--- config.mk ---
export PLATFORM = sky130hd
export DESIGN_NAME = mdu_iterative_flat
export DESIGN_NICKNAME = d
export VERILOG_FILES = /design/src/rtl/mdu_pkg.sv /design/src/rtl/mdu_iterative_if.sv /design/src/rtl/mdu_sign_fix.sv /design/src/rtl/mdu_iterative.sv /design/src/flat_wrapper.sv
export SDC_FILE = /design/constraint.sdc
export NUM_CORES = 1
export LEC_CHECK = 0
export ABC_AREA = 1
export CORE_ASPECT_RATIO = 1.1
export CORE_UTILIZATION = 45
export CTS_CLUSTER_SIZE = 12
export DETAILED_ROUTE_END_ITERATION = 8
export DONT_BUFFER_PORTS = 1
export GPL_TIMING_DRIVEN = 0
export SLEW_MARGIN = 25
export SYNTH_ARGS = -nofsm -noshare
export SYNTH_HDL_FRONTEND = slang
export SYNTH_SLANG_ARGS = --single-unit
--- constraint.sdc ---
create_clock -name CLOCK -period 27 [get_ports CLOCK]
set_input_delay 6.75 -clock CLOCK [delete_from_list [all_inputs] [get_ports CLOCK]]
set_output_delay 6.75 -clock CLOCK [all_outputs]
set_load 0.1 [all_outputs]
--- src/rtl/mdu_pkg.sv ---
// Shared encodings for the iterative multiply/divide unit: op codes, FSM states,
// divide-by-zero LO fill value and a small op decode helper.
package mdu_pkg;

    localparam logic [2:0] MDU_MULT  = 3'd0;
    localparam logic [2:0] MDU_MULTU = 3'd1;
    localparam logic [2:0] MDU_DIV   = 3'd2;
    localparam logic [2:0] MDU_DIVU  = 3'd3;
    localparam logic [2:0] MDU_MTHI  = 3'd4;
    localparam logic [2:0] MDU_MTLO  = 3'd5;
    localparam logic [2:0] MDU_MFHI  = 3'd6;
    localparam logic [2:0] MDU_MFLO  = 3'd7;

    typedef enum logic [1:0] {
        ST_IDLE = 2'd0,
        ST_MUL  = 2'd1,
        ST_DIV  = 2'd2,
        ST_FIX  = 2'd3
    } mdu_state_e;

    // LO after a divide by zero is this bit replicated across the register.
    localparam logic MDU_DIVZ_LO_FILL = 1'b1;

    function automatic logic op_is_signed(input logic [2:0] op);
        return (op == MDU_MULT) || (op == MDU_DIV);
    endfunction

endpackage

--- src/rtl/mdu_iterative_if.sv ---
// EX-stage <-> MDU signal bundle. The master is the pipeline, the slave is the MDU.
interface mdu_iterative_if
    import mdu_pkg::*;
#(
    parameter int WIDTH = 32
);
    // Handshake: an op is taken on a rising edge when op_valid_i=1, stall_o=0 and
    // flush_i=0; stall_o is the inverse of ready and the pipeline holds EX while it is 1.
    logic             op_valid_i;
    logic [2:0]       op_i;
    logic [WIDTH-1:0] rs_data_i;
    logic [WIDTH-1:0] rt_data_i;
    logic             flush_i;
    logic             stall_o;
    logic             busy_o;
    logic             done_o;
    logic [WIDTH-1:0] hi_o;
    logic [WIDTH-1:0] lo_o;
    logic [WIDTH-1:0] mf_data_o;
    mdu_state_e       state_dbg;

    modport master (
        output op_valid_i, op_i, rs_data_i, rt_data_i, flush_i,
        input  stall_o, busy_o, done_o, hi_o, lo_o, mf_data_o, state_dbg
    );

    modport slave (
        input  op_valid_i, op_i, rs_data_i, rt_data_i, flush_i,
        output stall_o, busy_o, done_o, hi_o, lo_o, mf_data_o, state_dbg
    );
endinterface

--- src/rtl/mdu_sign_fix.sv ---
// Conditional two's-complement negate; gives |x| for operands and restores result signs.
module mdu_sign_fix #(
    parameter int N = 32
) (
    input  logic [N-1:0] value,
    input  logic         negate,
    output logic [N-1:0] result
);
    assign result = negate ? ((~value) + N'(1)) : value;
endmodule

--- src/rtl/mdu_iterative.sv ---
// Iterative MULT/MULTU/DIV/DIVU unit with HI/LO and MT/MF access for the EX stage.
// Optional macro MDU_EARLY_OUT_EN: early MUL exit on zero multiplier bits, direct DIV-by-zero.
module mdu_iterative
    import mdu_pkg::*;
#(
    parameter int WIDTH = 32,
    parameter int CNT_W = $clog2(WIDTH) + 1
) (
    input logic            CLOCK,
    input logic            RESET,
    mdu_iterative_if.slave bus
);

    mdu_state_e         state, state_nxt;
    logic [CNT_W-1:0]   cnt;
    logic [2*WIDTH-1:0] prod, mcand, prod_fixed;
    logic [WIDTH-1:0]   mplier, rem, quo, dvsr;
    logic [WIDTH-1:0]   hi_q, lo_q;
    logic [WIDTH-1:0]   abs_rs, abs_rt, quo_fixed, rem_fixed;
    logic [WIDTH:0]     rem_sh, trial;
    logic               neg_lo, neg_hi, div_zero, is_div, done_q;
    logic               accept_mul, accept_div, write_mthi, write_mtlo, fix_write;
    logic               mul_last, div_last, busy;
    logic               rs_neg, rt_neg, rt_zero;

    assign rs_neg  = op_is_signed(bus.op_i) & bus.rs_data_i[WIDTH-1];
    assign rt_neg  = op_is_signed(bus.op_i) & bus.rt_data_i[WIDTH-1];
    assign rt_zero = (bus.rt_data_i == '0);

    mdu_sign_fix #(.N(WIDTH))   u_abs_rs  (.value(bus.rs_data_i), .negate(rs_neg), .result(abs_rs));
    mdu_sign_fix #(.N(WIDTH))   u_abs_rt  (.value(bus.rt_data_i), .negate(rt_neg), .result(abs_rt));
    mdu_sign_fix #(.N(2*WIDTH)) u_fix_prd (.value(prod), .negate(neg_lo), .result(prod_fixed));
    mdu_sign_fix #(.N(WIDTH))   u_fix_quo (.value(quo),  .negate(neg_lo), .result(quo_fixed));
    mdu_sign_fix #(.N(WIDTH))   u_fix_rem (.value(rem),  .negate(neg_hi), .result(rem_fixed));

`ifdef MDU_EARLY_OUT_EN
    // Stop once the bit consumed this cycle is the last non-zero multiplier bit.
    assign mul_last = (cnt == CNT_W'(1)) || (mplier[WIDTH-1:1] == '0);
`else
    assign mul_last = (cnt == CNT_W'(1));
`endif
    assign div_last = (cnt == CNT_W'(1));

    // Restoring step: shift next dividend bit into the partial remainder, trial subtract.
    assign rem_sh = {rem, quo[WIDTH-1]};
    assign trial  = rem_sh - {1'b0, dvsr};

    always_ff @(posedge CLOCK or posedge RESET) begin
        if (RESET) state <= ST_IDLE;
        else       state <= state_nxt;
    end

    always_comb begin
        state_nxt  = state;
        accept_mul = 1'b0;
        accept_div = 1'b0;
        write_mthi = 1'b0;
        write_mtlo = 1'b0;
        fix_write  = 1'b0;
        case (state)
            ST_IDLE: begin
                if (bus.op_valid_i && !bus.flush_i) begin
                    case (bus.op_i)
                        MDU_MULT, MDU_MULTU: begin
                            accept_mul = 1'b1;
                            state_nxt  = ST_MUL;
                        end
                        MDU_DIV, MDU_DIVU: begin
                            accept_div = 1'b1;
                            state_nxt  = ST_DIV;
`ifdef MDU_EARLY_OUT_EN
                            if (rt_zero) state_nxt = ST_FIX;
`endif
                        end
                        MDU_MTHI: write_mthi = 1'b1;
                        MDU_MTLO: write_mtlo = 1'b1;
                        default: ;
                    endcase
                end
            end
            ST_MUL: begin
                if (bus.flush_i)   state_nxt = ST_IDLE;
                else if (mul_last) state_nxt = ST_FIX;
            end
            ST_DIV: begin
                if (bus.flush_i)   state_nxt = ST_IDLE;
                else if (div_last) state_nxt = ST_FIX;
            end
            ST_FIX: begin
                state_nxt = ST_IDLE;
                fix_write = !bus.flush_i;
            end
            default: state_nxt = ST_IDLE;
        endcase
    end

    always_ff @(posedge CLOCK or posedge RESET) begin
        if (RESET) begin
            cnt      <= '0;
            prod     <= '0;
            mcand    <= '0;
            mplier   <= '0;
            rem      <= '0;
            quo      <= '0;
            dvsr     <= '0;
            neg_lo   <= 1'b0;
            neg_hi   <= 1'b0;
            div_zero <= 1'b0;
            is_div   <= 1'b0;
        end else begin
            if (accept_mul || accept_div) begin
                cnt      <= CNT_W'(WIDTH);
                neg_lo   <= rs_neg ^ rt_neg;
                neg_hi   <= rs_neg;
                div_zero <= rt_zero;
                is_div   <= accept_div;
            end
            if (accept_mul) begin
                prod   <= '0;
                mcand  <= {{WIDTH{1'b0}}, abs_rs};
                mplier <= abs_rt;
            end
            if (accept_div) begin
`ifdef MDU_EARLY_OUT_EN
                // Skipping the iterations, so preload what they would leave in the remainder.
                rem <= rt_zero ? abs_rs : '0;
`else
                rem <= '0;
`endif
                quo  <= abs_rs;
                dvsr <= abs_rt;
            end
            if (state == ST_MUL) begin
                if (mplier[0]) prod <= prod + mcand;
                mcand  <= mcand << 1;
                mplier <= mplier >> 1;
                cnt    <= cnt - CNT_W'(1);
            end
            if (state == ST_DIV) begin
                if (!trial[WIDTH]) begin
                    rem <= trial[WIDTH-1:0];
                    quo <= {quo[WIDTH-2:0], 1'b1};
                end else begin
                    rem <= rem_sh[WIDTH-1:0];
                    quo <= {quo[WIDTH-2:0], 1'b0};
                end
                cnt <= cnt - CNT_W'(1);
            end
        end
    end

    always_ff @(posedge CLOCK or posedge RESET) begin
        if (RESET) begin
            hi_q   <= '0;
            lo_q   <= '0;
            done_q <= 1'b0;
        end else begin
            done_q <= fix_write;
            if (fix_write) begin
                if (is_div) begin
                    hi_q <= rem_fixed;
                    lo_q <= div_zero ? {WIDTH{MDU_DIVZ_LO_FILL}} : quo_fixed;
                end else begin
                    {hi_q, lo_q} <= prod_fixed;
                end
            end else if (write_mthi) begin
                hi_q <= bus.rs_data_i;
            end else if (write_mtlo) begin
                lo_q <= bus.rs_data_i;
            end
        end
    end

    assign busy          = (state != ST_IDLE);
    assign bus.busy_o    = busy;
    assign bus.stall_o   = bus.op_valid_i & busy;
    assign bus.done_o    = done_q;
    assign bus.hi_o      = hi_q;
    assign bus.lo_o      = lo_q;
    assign bus.state_dbg = state;

    always_comb begin
        bus.mf_data_o = '0;
        case (bus.op_i)
            MDU_MFHI: bus.mf_data_o = hi_q;
            MDU_MFLO: bus.mf_data_o = lo_q;
            default:  bus.mf_data_o = '0;
        endcase
    end

endmodule

--- src/flat_wrapper.sv ---
// flat-port wrapper written by rule: the top's interface ports become plain ports
module mdu_iterative_flat import mdu_pkg::*;
#(
    parameter int WIDTH = 32,
    parameter int CNT_W = $clog2(WIDTH) + 1
)
  (CLOCK, RESET, bus_op_valid_i, bus_op_i, bus_rs_data_i, bus_rt_data_i, bus_flush_i, bus_stall_o, bus_busy_o, bus_done_o, bus_hi_o, bus_lo_o, bus_mf_data_o, bus_state_dbg);
  mdu_iterative_if #(.WIDTH(WIDTH)) bus_i ();
  input logic CLOCK;
  input logic RESET;
  input wire logic [$bits(bus_i.op_valid_i)-1:0] bus_op_valid_i;
  input wire logic [$bits(bus_i.op_i)-1:0] bus_op_i;
  input wire logic [$bits(bus_i.rs_data_i)-1:0] bus_rs_data_i;
  input wire logic [$bits(bus_i.rt_data_i)-1:0] bus_rt_data_i;
  input wire logic [$bits(bus_i.flush_i)-1:0] bus_flush_i;
  output wire logic [$bits(bus_i.stall_o)-1:0] bus_stall_o;
  output wire logic [$bits(bus_i.busy_o)-1:0] bus_busy_o;
  output wire logic [$bits(bus_i.done_o)-1:0] bus_done_o;
  output wire logic [$bits(bus_i.hi_o)-1:0] bus_hi_o;
  output wire logic [$bits(bus_i.lo_o)-1:0] bus_lo_o;
  output wire logic [$bits(bus_i.mf_data_o)-1:0] bus_mf_data_o;
  output wire logic [$bits(bus_i.state_dbg)-1:0] bus_state_dbg;
  assign bus_i.op_valid_i = bus_op_valid_i;
  assign bus_i.op_i = bus_op_i;
  assign bus_i.rs_data_i = bus_rs_data_i;
  assign bus_i.rt_data_i = bus_rt_data_i;
  assign bus_i.flush_i = bus_flush_i;
  assign bus_stall_o = bus_i.stall_o;
  assign bus_busy_o = bus_i.busy_o;
  assign bus_done_o = bus_i.done_o;
  assign bus_hi_o = bus_i.hi_o;
  assign bus_lo_o = bus_i.lo_o;
  assign bus_mf_data_o = bus_i.mf_data_o;
  assign bus_state_dbg = bus_i.state_dbg;
  mdu_iterative #(.WIDTH(WIDTH), .CNT_W(CNT_W)) u_core (.CLOCK(CLOCK), .RESET(RESET), .bus(bus_i));
endmodule
# After elaboration in Yosys (flattened, before gate mapping)
# Index checks and enable logic that the tools add are counted.
# word_totals
output_inout_bits	101
reg_bits	333
elab_cells	113
# op_classes
n_bitwise	9
n_eq_ne	15
muxes	48
add_sub_neg	8
reduce_logical	18
# op_table
operator	count
$mux 32	19
$mux 64	6
$add 32x1->32 const B	4
$not 32->32	4
$add 64x1->64 const B	1
$add 64x64->64	1
$not 64->64	1
$pmux 32 s2	1
$sub 33x32->33	1
$logic_not 32->1	1
$mux 6	3
$mux 1	14
$eq 3x3->1 const B	4
$reduce_bool 2->1	5
$eq 3x2->1 const B	2
$eq 6x1->1 const B	1
$mux 2	3
$pmux 2 s3	1
$reduce_or 2->1	3
$sub 6x1->6 const B	1
$eq 2x2->1 const B	2
$pmux 2 s2	1
$and 1x1->1	3
$eq 3x1->1 const B	1
other kinds (14)	15

# Logic depth before layout (Yosys ltp)
# Gate-level depths: netlist (run 1).
# logic_depth
depth_word	9
depth_mapped	18
mapped_depth_nobuf	17

# Cells and area by module
# A second synthesis (run 1) with hierarchy kept.
# unflattened
hier_cells	4960
hier_area_um2	30232.7
# by_module_without_submodules
mod	cells_per_inst	instances	area_per_inst_um2	seq_area_each_um2
mdu_iterative	3566	1	23436.2	8333.0
mdu_sign_fix (u_core.u_abs_rs ...)	227	4	1108.6	0.0
mdu_sign_fix (u_core.u_fix_prd)	486	1	2362.3	0.0

# Worst setup path after synthesis (run 1)
# Ideal clock, no wire load.
# synth_path
kind	input-to-output
startpoint	in bus_op_i[1]
endpoint	out bus_mf_data_o[0]
arrival_ns	9.000
required_time_ns	20.250
path_slack_ns	11.250
path_buffers	0
path_stages	2
cell_sequence	nand3_1 -> o21ai_0
# synth_between
elab_chain_len	2
elab_cells_between_ends	3
cone_classes	2 x eq/ne; 1 x mux
# synth_rtl
item	line_no	source
start, declared	flat_wrapper.sv:12	input wire logic [$bits(bus_i.op_i)-1:0] bus_op_i;
$eq 3x3->1	mdu_iterative.sv:184	case (bus.op_i)
$pmux 32 s2 *	mdu_iterative.sv:184	
end, declared	flat_wrapper.sv:21	output wire logic [$bits(bus_i.mf_data_o)-1:0] bus_mf_data_o;
# Every way passes the cells marked *; elsewhere a longest branch is shown, timed or not.

# Worst setup path in the final report (run 1)
# layout_path
startpoint	in bus_op_i[2]
endpoint	out bus_mf_data_o[1]
# Same word-level chain as after synthesis.

==> metrics.txt, run 1 <==
status finished, final reports clean; Worst Hold Path EP u_core.mplier[3]; final WL 127000 um; Reg2Reg Depth 10; most common library cells after synthesis nand2_1 (1579), inv_1 (799), nand3_1 (426); critical path arrival 8.53 ns; CTS resizes 0; post-synthesis cell area 28900 um2; drt wl/cell 22.6 um; Max-Cap Viols 0; area of the multi-input gates 17200 um2; largest net degree at the start of global routing 95; Clock Latency Late Sink 0.59 ns; Pleak 16.4 nW; layout overhead on the synthesized area 10.4%; Combinational Power Share 0.571; CTS tree done; starting density of the core 0.454; Max FO, Critical Path 10; nets 4954; pre-CTS setup slack 11.63 ns; Hold Path Class register to register; io pins 172; fill count 6865; relative slew slack 0.253; CP cell instances inv_1 > nor2_1 > nand2_1 > clkbuf_2 > o22ai_2; CTS Buf Count 42; vias in the first global route 29900; power per standard cell area 145 nW/um2; register share of total power 0.295; register area 8330 um2; initial antenna violation count 0; Residual DRC 0; first-pass GRT wire length 187000 um; Post-synth EDFFs 0; R2R Path Start u_core.bus.state_dbg[1]; GP Congestion 1.05; CP endpoint kind primary output; DP Area 30300 um2; Data required, critical path 20.25 ns; Core ar. 63600 um2; minimum clock period 15.28 ns; sequential element share of the synthesized area 0.289; die width 243 um; Final ANT Viol Nets 0; library cells used by synthesis 49; Sum Neg Setup Slack 0 ns; die area 65100 um2; P_int 0.00187 W; r2r endpoint u_core.mcand[3]; maximum achievable frequency 0.0654 GHz; Slew @ Worst Pin 1.12 ns; Synth area leaders dfrtp_1 (29%), nand2_1 (21%), inv_1 (10%); drt pass-1 iters 8; clk buf depth 3; dpl hpwl 104000 um; clk sinks 333; clock network power share 0.133; ANT cells 0; dominant synthesized flop cell dfrtp_1; HP Start u_core.mplier[4]; # H-tree levels 2; share of layout cells above drive strength 1 0.0458; clock-pin slew on the worst setup and hold paths 0.05 ns; Max Slew Vio Count 0; syn nets 4907; DR vias 32000; GRT Total Usage 0.384; Final setup viols 0; Sw Ratio 0.594; most common cell in the netlist nand2_1; slowest CP cell o22ai_2; kind of critical path input port to primary output; post-route cell area 31900 um2; hold path cells 2; RSZ-0062 raised after global routing false; fin worst setup slack 11.72 ns; clk root buf clkbuf_16; Seq cells post-synth 333; Post-Syn Area per Cell 6.10 um2; drt via density 5.67; Die Y-Extent 268 um; Post-synth ARST share 1.00; flop2flop setup slack 23.04 ns; row count 97; Synth Warn # 0; Post-CTS Hold Buffers 0; CP startpoint kind input port; Period Utilization, post-route 0.566; final hold violation count 0; Max VDD drop 0.000103 V; Worst Skew 0.0302 ns; Yosys top cell area share 0.289; CP max stage delay 0.95 ns; buffer count from post-CTS setup fixing 0; P_sw 0.00274 W; Mapped Cells 4728; largest area contributor in the netlist dfrtp_1; 1st-iter DRT viols 3282; IO Port Bufs 0; remaining global-route overflow 0
-- placed cells by master (no fill, tap or decap), types with 5 or more instances in the layout --
cell type     n
clkbuf_2      5
xor2_1       64
buf_4         6
o21bai_1     17
dfrtp_1     333
ha_1        106
clkbuf_16    43
o22ai_1     101
o31ai_1      20
o211ai_1     48
clkbuf_8      9
nand2_2      12
a31o_2       11
o21ai_0     194
o221ai_1     40
a31oi_1       8
inv_2        10
nand3_2       8
buf_2        29
xnor2_1      26
clkbuf_1     89
nor2_2       15
nand3b_1     24
nand4_1      57
a21o_1        5
bufinv_16     6
nor3_1       43
clkinv_2      7
nand2_1    1579
o22ai_4      25
nand3_1     426
o22ai_2       5
buf_1        18
nor2_1      380
a21oi_1     172
inv_1       798
nor4_1        8
o21ai_1       9
-- worst max-delay path: cells and delay by family --
family          cells  cell delay, ns
buf+inv             2            0.43
simple gates        2            0.39
compound gates      1            0.95
-- power by group through the flow --
| stage | Combinational, W | Clock [W] | Sequential, W |
|---|---|---|---|
| after global placement | 0.00252 | 0 | 0.00136 |
| final | 0.00264 | 0.000615 | 0.00136 |
| after CTS | 0.00257 | 0.000616 | 0.00135 |
| after detailed placement | 0.00256 | 0 | 0.00136 |
| after global routing | 0.00290 | 0.000633 | 0.00138 |
| after floorplan | 0.00181 | 0 | 0.00122 |
-- worst max path at each step --
stage                 from                 to  slack, ns
2_1_floorplan        RESET  u_core.bus.done_o      11.03
3_3_place_gp         RESET   u_core.mcand[52]       6.57
3_5_place_dp   bus_op_i[2]  bus_mf_data_o[29]      11.63
4_1_cts        bus_op_i[2]  bus_mf_data_o[29]      11.64
5_1_grt        bus_op_i[2]  bus_mf_data_o[13]      11.68
6_report       bus_op_i[2]   bus_mf_data_o[1]      11.72
-- per-stage QoR --
| step | total power (W) | util | hold WS [ns] | cells |
|---|---|---|---|---|
| after floorplan | 0.00303 | - | 0.449 | 4728 |
| after global placement | 0.00388 | 0.470 | 0.468 | 5569 |
| after detailed placement | 0.00392 | 0.477 | 0.470 | 5572 |
| after CTS | 0.00454 | 0.500 | 0.486 | 5646 |
| after global routing | 0.00491 | 0.501 | 0.502 | 5646 |
| final | 0.00462 | 0.501 | 0.484 | 5646 |
-- logic make-up after synthesis --
logic type,Yosys count,synth area share
AOI/OAI and AO/OA,666,0.137
buffers and inverters,956,0.127
and+or+nand+nor,2575,0.372
xor gates and xnor gates,90,0.0273
DFF,333,0.289
adders and majority gates,108,0.0474
-- state kept, by name, summed over array words and instances, names as in the netlist --
name,count
u_core.mplier,32
u_core.neg_lo,1
u_core.div_zero,1
u_core.is_div,1
u_core.prod,64
u_core.dvsr,32
u_core.bus.done_o,1
u_core.rem,32
u_core.mcand,64
u_core.bus.hi_o,32
u_core.cnt,6
u_core.bus.state_dbg,2
u_core.quo,32
u_core.neg_hi,1
u_core.bus.lo_o,32
-- cell type report --
cell class	instances	area share
clock buffers	58	0.0384
well taps	841	0.0330
inverters	812	0.0959
flip-flops and latches	333	0.262
plain buffers	144	0.0197
clock inverters	16	0.00762
repair buffers	3	0.00259
multi-input cells	3439	0.541
-- per-layer routing --
| layer | global-route usage | vias to the layer above | wire length, um |
|---|---|---|---|
| met1 | 0.498 | 15000 | 52800 |
| met2 | 0.605 | 1485 | 56000 |
| met3 | 0.0578 | 345 | 9940 |
| li1 | - | 15200 | - |
| met5 | 0 | - | 0 |
| met4 | 0.228 | 0 | 8590 |
Power figures use the tool's default switching activity.
==> run 2: changes to the inputs <==
- clock period: 27 -> 15.8 ns (I/O delays scaled with it)
==> results of run 2 <==
Same layout as run 1 (identical final DEF). Status: finished, final reports clean.
Among the figures that moved: setup slack after placement 11.63 ns -> 6.03 ns; setup slack after layout 11.72 ns -> 6.12 ns; register-to-register setup slack 23.04 ns -> 11.84 ns; total power 0.00462 W -> 0.00789 W; worst IR drop on VDD 0.000103 V -> 0.000176 V
